$ cat src/rtl/hex_display_pkg.sv
// Shared constants for the hex display scanner: blank pattern, glyph table
// and the nibble-to-segment lookup used by the glyph ROM.
package hex_display_pkg;

   localparam logic [6:0] SEG_BLANK = 7'h7F;

   // Active-low {g,f,e,d,c,b,a} patterns for nibbles 0..F.
   localparam logic [6:0] GLYPH_TABLE [16] = '{
      7'h40, 7'h79, 7'h24, 7'h30,
      7'h19, 7'h12, 7'h02, 7'h78,
      7'h00, 7'h10, 7'h08, 7'h03,
      7'h46, 7'h21, 7'h06, 7'h0E
   };

   function automatic logic [6:0] glyph(input logic [3:0] nibble);
      return GLYPH_TABLE[nibble];
   endfunction

endpackage

$ cat src/rtl/hex_display_scanner_if.sv
// Bus between the datapath and the hex display scanner: value/dp capture
// strobe and the registered, active-low display pin drive.
interface hex_display_scanner_if #(
   parameter int DIGITS = 4
);

   // load is a single-cycle strobe with no back-pressure: value and dp are
   // sampled on every rising edge where load is high, and the last one before
   // a frame wrap is what the next frame shows. enable gates scanning only.
   logic                  enable;
   logic [4*DIGITS-1:0]   value;
   logic [DIGITS-1:0]     dp;
   logic                  load;
   logic [6:0]            seg_n;
   logic                  dp_n;
   logic [DIGITS-1:0]     an_n;
   logic                  frame_tick;

   modport master (
      output enable, value, dp, load,
      input  seg_n, dp_n, an_n, frame_tick
   );

   modport slave (
      input  enable, value, dp, load,
      output seg_n, dp_n, an_n, frame_tick
   );

endinterface

$ cat src/rtl/hex_glyph_rom.sv
// Combinational nibble-to-seven-segment decoder (active-low outputs).
module hex_glyph_rom
   import hex_display_pkg::*;
(
   input  logic [3:0] nibble,
   output logic [6:0] seg_n
);

   assign seg_n = glyph(nibble);

endmodule

$ cat src/rtl/hex_display_scanner.sv
// Time-multiplexed common-anode hex display driver with a double-buffered
// value; define HEX_DISPLAY_LZB_EN to blank leading zero digits.
module hex_display_scanner
   import hex_display_pkg::*;
#(
   parameter int DIGITS   = 4,
   parameter int PRESCALE = 50000
) (
   input  logic                 clock,
   input  logic                 reset,
   hex_display_scanner_if.slave bus
);

   localparam int PW = (PRESCALE > 1) ? $clog2(PRESCALE) : 1;
   localparam int IW = (DIGITS > 1) ? $clog2(DIGITS) : 1;
   localparam logic [PW-1:0] PRE_LAST = PW'(PRESCALE - 1);
   localparam logic [IW-1:0] IDX_LAST = IW'(DIGITS - 1);

   logic [PW-1:0]        presc;
   logic [IW-1:0]        idx;
   logic [4*DIGITS-1:0]  act_val;
   logic [DIGITS-1:0]    act_dp;
   logic [4*DIGITS-1:0]  pend_val;
   logic [DIGITS-1:0]    pend_dp;
   logic                 pend_valid;
   logic                 wrap_seen;

   logic                 presc_tc;
   logic                 wrap;
   logic [3:0]           cur_nib;
   logic                 cur_dp;
   logic [DIGITS-1:0]    an_dec;
   logic [6:0]           rom_seg;
   logic                 blank_cur;

   assign presc_tc = bus.enable && (presc == PRE_LAST);
   assign wrap     = presc_tc && (idx == IDX_LAST);

   always_comb begin
      cur_nib = 4'h0;
      cur_dp  = 1'b0;
      an_dec  = '1;
      for (int k = 0; k < DIGITS; k++) begin
         if (idx == IW'(k)) begin
            cur_nib   = act_val[4*k +: 4];
            cur_dp    = act_dp[k];
            an_dec[k] = 1'b0;
         end
      end
   end

   hex_glyph_rom u_glyph_rom (
      .nibble (cur_nib),
      .seg_n  (rom_seg)
   );

`ifdef HEX_DISPLAY_LZB_EN
   logic [DIGITS-1:0] lead_zero;
   logic              lz_run;

   // A digit is a leading zero when it and everything above it is zero with no dp.
   always_comb begin
      lead_zero = '0;
      lz_run    = 1'b1;
      blank_cur = 1'b0;
      for (int k = DIGITS - 1; k >= 0; k--) begin
         lz_run       = lz_run && (act_val[4*k +: 4] == 4'h0) && !act_dp[k];
         lead_zero[k] = lz_run && (k != 0);
      end
      for (int k = 0; k < DIGITS; k++) begin
         if (idx == IW'(k)) begin
            blank_cur = lead_zero[k];
         end
      end
   end
`else
   assign blank_cur = 1'b0;
`endif

   always_ff @(posedge clock or posedge reset) begin
      if (reset) begin
         presc <= '0;
         idx   <= '0;
      end else if (bus.enable) begin
         if (presc_tc) begin
            presc <= '0;
            idx   <= (idx == IDX_LAST) ? '0 : idx + 1'b1;
         end else begin
            presc <= presc + 1'b1;
         end
      end
   end

   // A load on the wrap edge bypasses the pending buffer.
   always_ff @(posedge clock or posedge reset) begin
      if (reset) begin
         act_val    <= '0;
         act_dp     <= '0;
         pend_val   <= '0;
         pend_dp    <= '0;
         pend_valid <= 1'b0;
      end else begin
         if (bus.load) begin
            pend_val <= bus.value;
            pend_dp  <= bus.dp;
         end
         if (wrap) begin
            pend_valid <= 1'b0;
            if (bus.load) begin
               act_val <= bus.value;
               act_dp  <= bus.dp;
            end else if (pend_valid) begin
               act_val <= pend_val;
               act_dp  <= pend_dp;
            end
         end else if (bus.load) begin
            pend_valid <= 1'b1;
         end
      end
   end

   // Held across a disabled stretch so the tick always lands with digit 0.
   always_ff @(posedge clock or posedge reset) begin
      if (reset) begin
         wrap_seen <= 1'b0;
      end else if (wrap) begin
         wrap_seen <= 1'b1;
      end else if (bus.enable) begin
         wrap_seen <= 1'b0;
      end
   end

   always_ff @(posedge clock or posedge reset) begin
      if (reset) begin
         bus.seg_n      <= SEG_BLANK;
         bus.dp_n       <= 1'b1;
         bus.an_n       <= '1;
         bus.frame_tick <= 1'b0;
      end else if (bus.enable) begin
         bus.seg_n      <= blank_cur ? SEG_BLANK : rom_seg;
         bus.dp_n       <= blank_cur | ~cur_dp;
         bus.an_n       <= an_dec;
         bus.frame_tick <= wrap_seen;
      end else begin
         bus.seg_n      <= SEG_BLANK;
         bus.dp_n       <= 1'b1;
         bus.an_n       <= '1;
         bus.frame_tick <= 1'b0;
      end
   end

endmodule

$ cat src/flat_wrapper.sv
// flat-port wrapper written by rule: the top's interface ports become plain ports
module hex_display_scanner_flat import hex_display_pkg::*;
#(
   parameter int DIGITS   = 4,
   parameter int PRESCALE = 50000
)
  (clock, reset, bus_enable, bus_value, bus_dp, bus_load, bus_seg_n, bus_dp_n, bus_an_n, bus_frame_tick);
  hex_display_scanner_if #(.DIGITS(DIGITS)) bus_i ();
  input  logic clock;
  input  logic reset;
  input wire logic [$bits(bus_i.enable)-1:0] bus_enable;
  input wire logic [$bits(bus_i.value)-1:0] bus_value;
  input wire logic [$bits(bus_i.dp)-1:0] bus_dp;
  input wire logic [$bits(bus_i.load)-1:0] bus_load;
  output wire logic [$bits(bus_i.seg_n)-1:0] bus_seg_n;
  output wire logic [$bits(bus_i.dp_n)-1:0] bus_dp_n;
  output wire logic [$bits(bus_i.an_n)-1:0] bus_an_n;
  output wire logic [$bits(bus_i.frame_tick)-1:0] bus_frame_tick;
  assign bus_i.enable = bus_enable;
  assign bus_i.value = bus_value;
  assign bus_i.dp = bus_dp;
  assign bus_i.load = bus_load;
  assign bus_seg_n = bus_i.seg_n;
  assign bus_dp_n = bus_i.dp_n;
  assign bus_an_n = bus_i.an_n;
  assign bus_frame_tick = bus_i.frame_tick;
  hex_display_scanner #(.DIGITS(DIGITS), .PRESCALE(PRESCALE)) u_core (.clock(clock), .reset(reset), .bus(bus_i));
endmodule
$ cat config.mk
export PLATFORM = sky130hd
export DESIGN_NAME = hex_display_scanner_flat
export DESIGN_NICKNAME = d
export VERILOG_FILES = /design/src/rtl/hex_display_pkg.sv /design/src/rtl/hex_display_scanner_if.sv /design/src/rtl/hex_glyph_rom.sv /design/src/rtl/hex_display_scanner.sv /design/src/flat_wrapper.sv
export SDC_FILE = /design/constraint.sdc
export NUM_CORES = 1
export LEC_CHECK = 0
export ABC_AREA = 1
export BUFFER_PORTS_ARGS = -buffer_cell sky130_fd_sc_hd__buf_2
export CAP_MARGIN = 10
export CORE_ASPECT_RATIO = 1.4
export CORE_MARGIN = 4
export CORE_UTILIZATION = 29
export CTS_BUF_LIST = sky130_fd_sc_hd__clkbuf_8
export DETAILED_ROUTE_END_ITERATION = 10
export SYNTH_ARGS = -nofsm -noshare
export SYNTH_HDL_FRONTEND = slang
export SYNTH_HIERARCHICAL = 1
export SYNTH_SLANG_ARGS = --single-unit
$ cat constraint.sdc
create_clock -name clock -period 5.14 [get_ports clock]
set_input_delay 1.028 -clock clock [delete_from_list [all_inputs] [get_ports clock]]
set_output_delay 1.028 -clock clock [all_outputs]
set_load 0.01 [all_outputs]
# After elaboration in Yosys (flattened, before gate mapping)
# Memory sizes are Yosys's and may differ from the RTL's.
# Cells that the tools add are included.
[word_totals] register_bits=73 romBits=112 inputBits=24 out_inout_bits=13 wordCells=58 mem_count=1
[classes] add_sub_neg=2 magnitude_cmp=1 n_eq_ne=4 n_mux=28 n_bitwise=2 n_reduce_logical=8
[memory_table] name="(no name shown)" depth=16 word_bits=7 read_ports=1 rd_ports_with_merged_regs=0 write_ports=0 line_no="hex_display_pkg.sv:16" rtl="return GLYPH_TABLE[nibble];"
[ops] cell="two-way mux 16 bit" count=3
[ops] cell="two-way mux 4 bit" count=7
[ops] cell="two-way mux 7 bit" count=3
[ops] cell="adder 16 x 1 -> 16 bit, second input constant" count=1
[ops] cell="== test 16 bit, second input constant" count=1
[ops] cell="two-way mux 1 bit" count=14
[ops] cell="nonzero test 2 bit" count=3
[ops] cell="greater-or-equal comparator 5 bit, second input constant" count=1
[ops] cell="inverter 4 -> 5 bit" count=1
[ops] cell="== test 2 bit, second input constant" count=2
[ops] cell="AND reduction 2 bit" count=2
[ops] cell="adder 2 x 1 -> 2 bit, second input constant" count=1
[ops] cell="== test 2 x 1 -> 1 bit, second input constant" count=1
[ops] cell="logical AND 1 bit" count=2
[ops] cell="zero test 2 bit" count=1
[ops] cell="two-way mux 2 bit" count=1
[ops] cell="inverter 1 bit" count=1

# Longest topological paths before layout
[depth] ltp_word=10 mapped_depth=14 mapped_depth_nobuf=14

# Modules after synthesis
# The synthesis kept the hierarchy.
[modules_own_cells] mod="hex_display_scanner" n_inst=1 cells_each=379 area_each_um2=3276.9 seq_area_each_um2=1841.8
[modules_own_cells] mod="hex_glyph_rom" n_inst=1 cells_each=49 area_each_um2=274.0 seq_area_each_um2=0.0

# Least setup slack after synthesis
# OpenSTA, ideal clock, no wires.
[synth_path] path_kind="reg-to-reg" startpoint="register u_core.idx[0]" endpoint="register u_core.bus.seg_n[3]" arrival_ns=2.290 slack_ns=2.766 path_stages_with_launch=12 path_buffers=0 period_less_slack_ns=2.374 cell_sequence="dfrtp_1 -> ha_1 -> nor2_1 -> nand2_1 -> a21o_1 -> a21oi_1 -> inv_1 -> ha_1 -> nand2_1 -> nand3_1 -> nand2_1 -> or2_2"
[synth_between] elab_chain_len=10 elab_cells_between_ends=13 cone_classes="eq/ne (3); mux (7); bitwise (1); reduce/logical (1); memory (1)"
[synth_lines] item="start, declared" line_no="hex_display_scanner.sv:20" rtl="logic [IW-1:0] idx;"
[synth_lines] item="start signal, assigned" line_no="hex_display_scanner.sv:87" rtl="idx <= (idx == IDX_LAST) ? '0 : idx + 1'b1;"
[synth_lines] item="zero test 2 bit" line_no="hex_display_scanner.sv:44" rtl="if (idx == IW'(k)) begin"
[synth_lines] item="two-way mux 4 bit (3 in a row)" line_no="hex_display_scanner.sv:44"
[synth_lines] item="two-way mux 4 bit (*)" line_no="hex_display_scanner.sv:44"
[synth_lines] item="net u_core.cur_nib[1]" line_no="hex_display_scanner.sv:30" rtl="logic [3:0] cur_nib;"
[synth_lines] item="inverter 4 -> 5 bit (implied by the code) (*)" line_no="hex_display_pkg.sv:16"
[synth_lines] item="memory read (16 x 7 bit) (*)"
[synth_lines] item="two-way mux 7 bit (implied by the code) (*) (2 in a row)" line_no="hex_display_pkg.sv:16"
[synth_lines] item="net u_core.rom_seg[3]" line_no="hex_display_scanner.sv:33" rtl="logic [6:0] rom_seg;"
[synth_lines] item="two-way mux 7 bit (*)" line_no="hex_display_scanner.sv:139" rtl="end else if (bus.enable) begin"
[synth_lines] item="end signal, assigned" line_no="hex_display_scanner.sv:140" rtl="bus.seg_n <= blank_cur ? SEG_BLANK : rom_seg;"
[synth_lines] item="end, declared" line_no="hex_display_scanner_if.sv:26" rtl="output seg_n, dp_n, an_n, frame_tick"
# Mark *: on every way through the listed nets, which the timed path passes. The rest lies on a longest branch. The select of a mux whose other input is x is not followed.
# A chain may end at the register's enable or synchronous reset.

# Worst setup path after layout
# Ends and elaborated chain as after synthesis.

==> results by group <==
Detailed routing
  – Starting DRT DRC Count: 116
  – DR pass1 iterations: 4
  – Detailed-route wire length per cell: about 12 um
  – DRC: 0
  – Via count: roughly 2,700
  – Vias per inst: 4.42
  – Post-Route WL: roughly 7200 um
  – Antenna-violating nets left: 0

Critical path
  – Flop-to-flop setup slack: roughly 2.2 ns
  – CP arrival: about 3.2 ns
  – Crit path cell chain: ha_1, a21oi_1, a21oi_1, inv_1, nand2_1, nand2_1, nand2_1, nand2_1, or2_2
  – Worst setup SP type: flip-flop
  – Total stage count of the critical path: 9
  – Cell repeated most along the worst path: nand2_1
  – Setup Crit Path Kind: reg -> reg
  – CP max-delay cell: ha_1
  – Worst R2R Path Depth: 9
  – Nature of the critical path endpoint: flip-flop
  – Crit path buf inv count: 1
  – CP peak stage delay: around 0.86 ns
  – Delay-heaviest family, CP: adder cells
  – Critical path data required time: around 5.4 ns
  – Crit-path max FO: 29

Clock network
  – TritonCTS buffer count: 9
  – Worst-skew pair later-pin latency: around 0.34 ns
  – CTS Root Cell: clkbuf_8
  – CTS tree: yes
  – CTS max path bufs: 2
  – Clock transition at the registers of the reported paths: roughly 0.07 ns
  – H-tree levels: 3
  – Post-CTS Hold Buffers: 0
  – CTS resizes: 0
  – Clock sink count: 73
  – # Post-CTS Setup Buffers: 0

Global routing
  – Grt met2 use: 0.182
  – M1 GR Usage: 0.146
  – Vias in the first global route: around 2,700
  – Gr ovfl total: 0
  – Initial antenna violation count: 0
  – Largest net degree at the start of global routing: 46
  – GRT busiest layer: met2
  – First-pass GRT wire length: 12,900 um
  – Total GRT Usage: 0.114
  – Met3 Use GR: 0.0252

Power
  – VDD IR max: between 0.0001 and 0.00015 V
  – P_leak: roughly 2.1 nW
  – Power Dens Cells: between 200 and 300 nW/um2

Synthesis
  – Syn nets: ~460
  – Yosys cell types: 31
  – Post-Syn Area: about 3600 um2
  – Post-synthesis instance total: ~430
  – Top cell type's share of synthesized area: 0.430
  – Number of synthesized flops with an enable pin: 0
  – Yosys warnings: 6
  – Top FF cell, synth: dfrtp_1
  – Synth area leaders: dfrtp_1 43%, nand2_1 18%, dfstp_2 8.9%
  – Largest area contributor in the netlist: dfrtp_1
  – Async SR Flop Fraction: 1.00
  – #FFs+latches synth: 73
  – Seq/Total Area, Yosys: 0.519
  – Syn_area_per_cell: between 8 and 9 um2

Cells and area
  – Area growth from synthesis to layout: 13.2%
  – Most common cell after layout, fill and taps aside: nand2_1
  – Share of layout cells above drive strength 1: 0.181
  – Nets@finish: about 490
  – Antenna diodes: 0
  – Final Util: 0.337
  – Commonest cells after routing, fill and taps aside: 166 x nand2_1, 61 x dfrtp_1, 36 x buf_2

Flow run
  – Max-cap check violation count: 0

STA
  – Final hold vios: 0
  – Final setup violating endpoints: 0
  – Slew margin rel.: 0.305
  – RSZ-0062 raised after global routing: no
  – Final period util: 0.573
  – Final Max Tran Viols: 0
  – Fin crit period: roughly 2.9 ns
  – Setup Skew: about 0.012 ns
  – Max Clk Rate: 340 MHz
  – Setup TNS Final: 0 ns
  – Least-Margin Pin Slew: between 1 and 1.5 ns

Min path
  – Hold/Removal Path Class: reg -> reg
  – Hold path depth: 2

Floorplan
  – Die Width: between 100 and 150 um
  – Ports: 37
  – Die height: between 100 and 150 um
  – # rows: between 40 and 50
  – Initial core utilization: 0.297
  – Die ar.: approximately 14,000 um2
  – Core area: 11,900 um2

Placed design
  – HPWL Detailed: approximately 5300 um
  – Port Buffers: 36
  – Placer Congestion: approximately 0.81

Run status
  – Status: finished, final reports clean
-- stage by stage --
step | setup WS (ns) | instance area [um2] | power, mW | hold WS (ns) | instances
floorplan | 2.28 | 3550 | 0.723 | 0.436 | 428
global placement | 2.16 | 3820 | 0.756 | 0.457 | 594
detailed placement | 2.04 | 3820 | 0.761 | 0.452 | 594
CTS | 2.19 | 4020 | 1.21 | 0.484 | 610
global route | 1.84 | 4020 | 1.25 | 0.500 | 610
finish | 2.20 | 4020 | 1.19 | 0.479 | 610
-- tightest hold or removal path: cells and delay by family (launching register included) --
kind / cells / cell delay, ns
flops: 1 / 0.35
simple gates: 2 / 0.11
-- synthesized netlist by cell type (2+ instances only) --
library cell and n:
buf_6 3, a21o_1 4, nor3_1 5, xnor2_1 2
nand3_2 2, inv_1 32, a21oi_1 14, nor2_1 29
buf_4 3, ha_1 12, nand4_1 20, dfstp_2 12
dfrtp_1 61, buf_2 2, or2_2 8, nand2_1 166
nand3_1 18, xor2_1 6, nor2_4 2, inv_2 3
o21ai_0 5, clkbuf_1 10
-- path summary, 6_finish.rpt --
kind                                               start                             to
min                        u_core/act_val[7]$_DFFE_PP0P_  u_core/act_val[7]$_DFFE_PP0P_
max                            u_core/idx[0]$_DFFE_PP0P_  u_core/bus.seg_n[3]$_DFF_PP1_
max reg2reg                    u_core/idx[0]$_DFFE_PP0P_  u_core/bus.seg_n[3]$_DFF_PP1_
min in group asynchronous                          reset   u_core/presc[12]$_DFFE_PP0P_
max in group asynchronous                          reset  u_core/bus.seg_n[6]$_DFF_PP1_
min reg2reg                u_core/act_val[7]$_DFFE_PP0P_  u_core/act_val[7]$_DFFE_PP0P_
-- layout make-up --
type | count | area (um2)
fillers | 1250 | 7920
multi-input cells | 301 | 1470
clock inverters | 6 | 58.8
well taps | 147 | 184
flip-flops and latches | 73 | 1840
repair buffers | 38 | 195
inverters | 35 | 131
clock buffers | 10 | 138
-- report_power, final --
group | switching [mW] | leakage (nW) | total (mW) | internal, mW
combinational | 0.0673 | 1.04 | 0.107 | 0.0395
clock | 0.211 | 0.0995 | 0.445 | 0.234
sequential | 0.0260 | 0.916 | 0.641 | 0.615
-- kinds of logic (layout without fill, tap and decap cells) --
family | Yosys count | after routing | synth area share
AOI/OAI and AO/OA | 27 | 27 | 0.0430
DFF | 73 | 73 | 0.519
buffers and inverters | 54 | 89 | 0.0673
adders and majority gates | 12 | 12 | 0.0423
and+or+nand+nor | 254 | 254 | 0.309
xor gates and xnor gates | 8 | 8 | 0.0197
-- sequential cells by signal, indices dropped and copies added (netlist names), 2 cells and up --
name and cells:
u_core/presc 16, u_core/act_dp 4, u_core/idx 2, u_core/act_val 16, u_core/bus.an_n 4, u_core/pend_val 16
u_core/pend_dp 4, u_core/bus.seg_n 7
-- routing by layer --
| layer | up-vias | routed length [um] |
|---|---|---|
| li1 | 1405 | - |
| met1 | 1241 | 3280 |
| met2 | 39 | 3550 |
| met3 | 9 | 279 |
| met4 | 0 | 142 |
| met5 | - | 0 |
(Power assumes the default switching activity.)
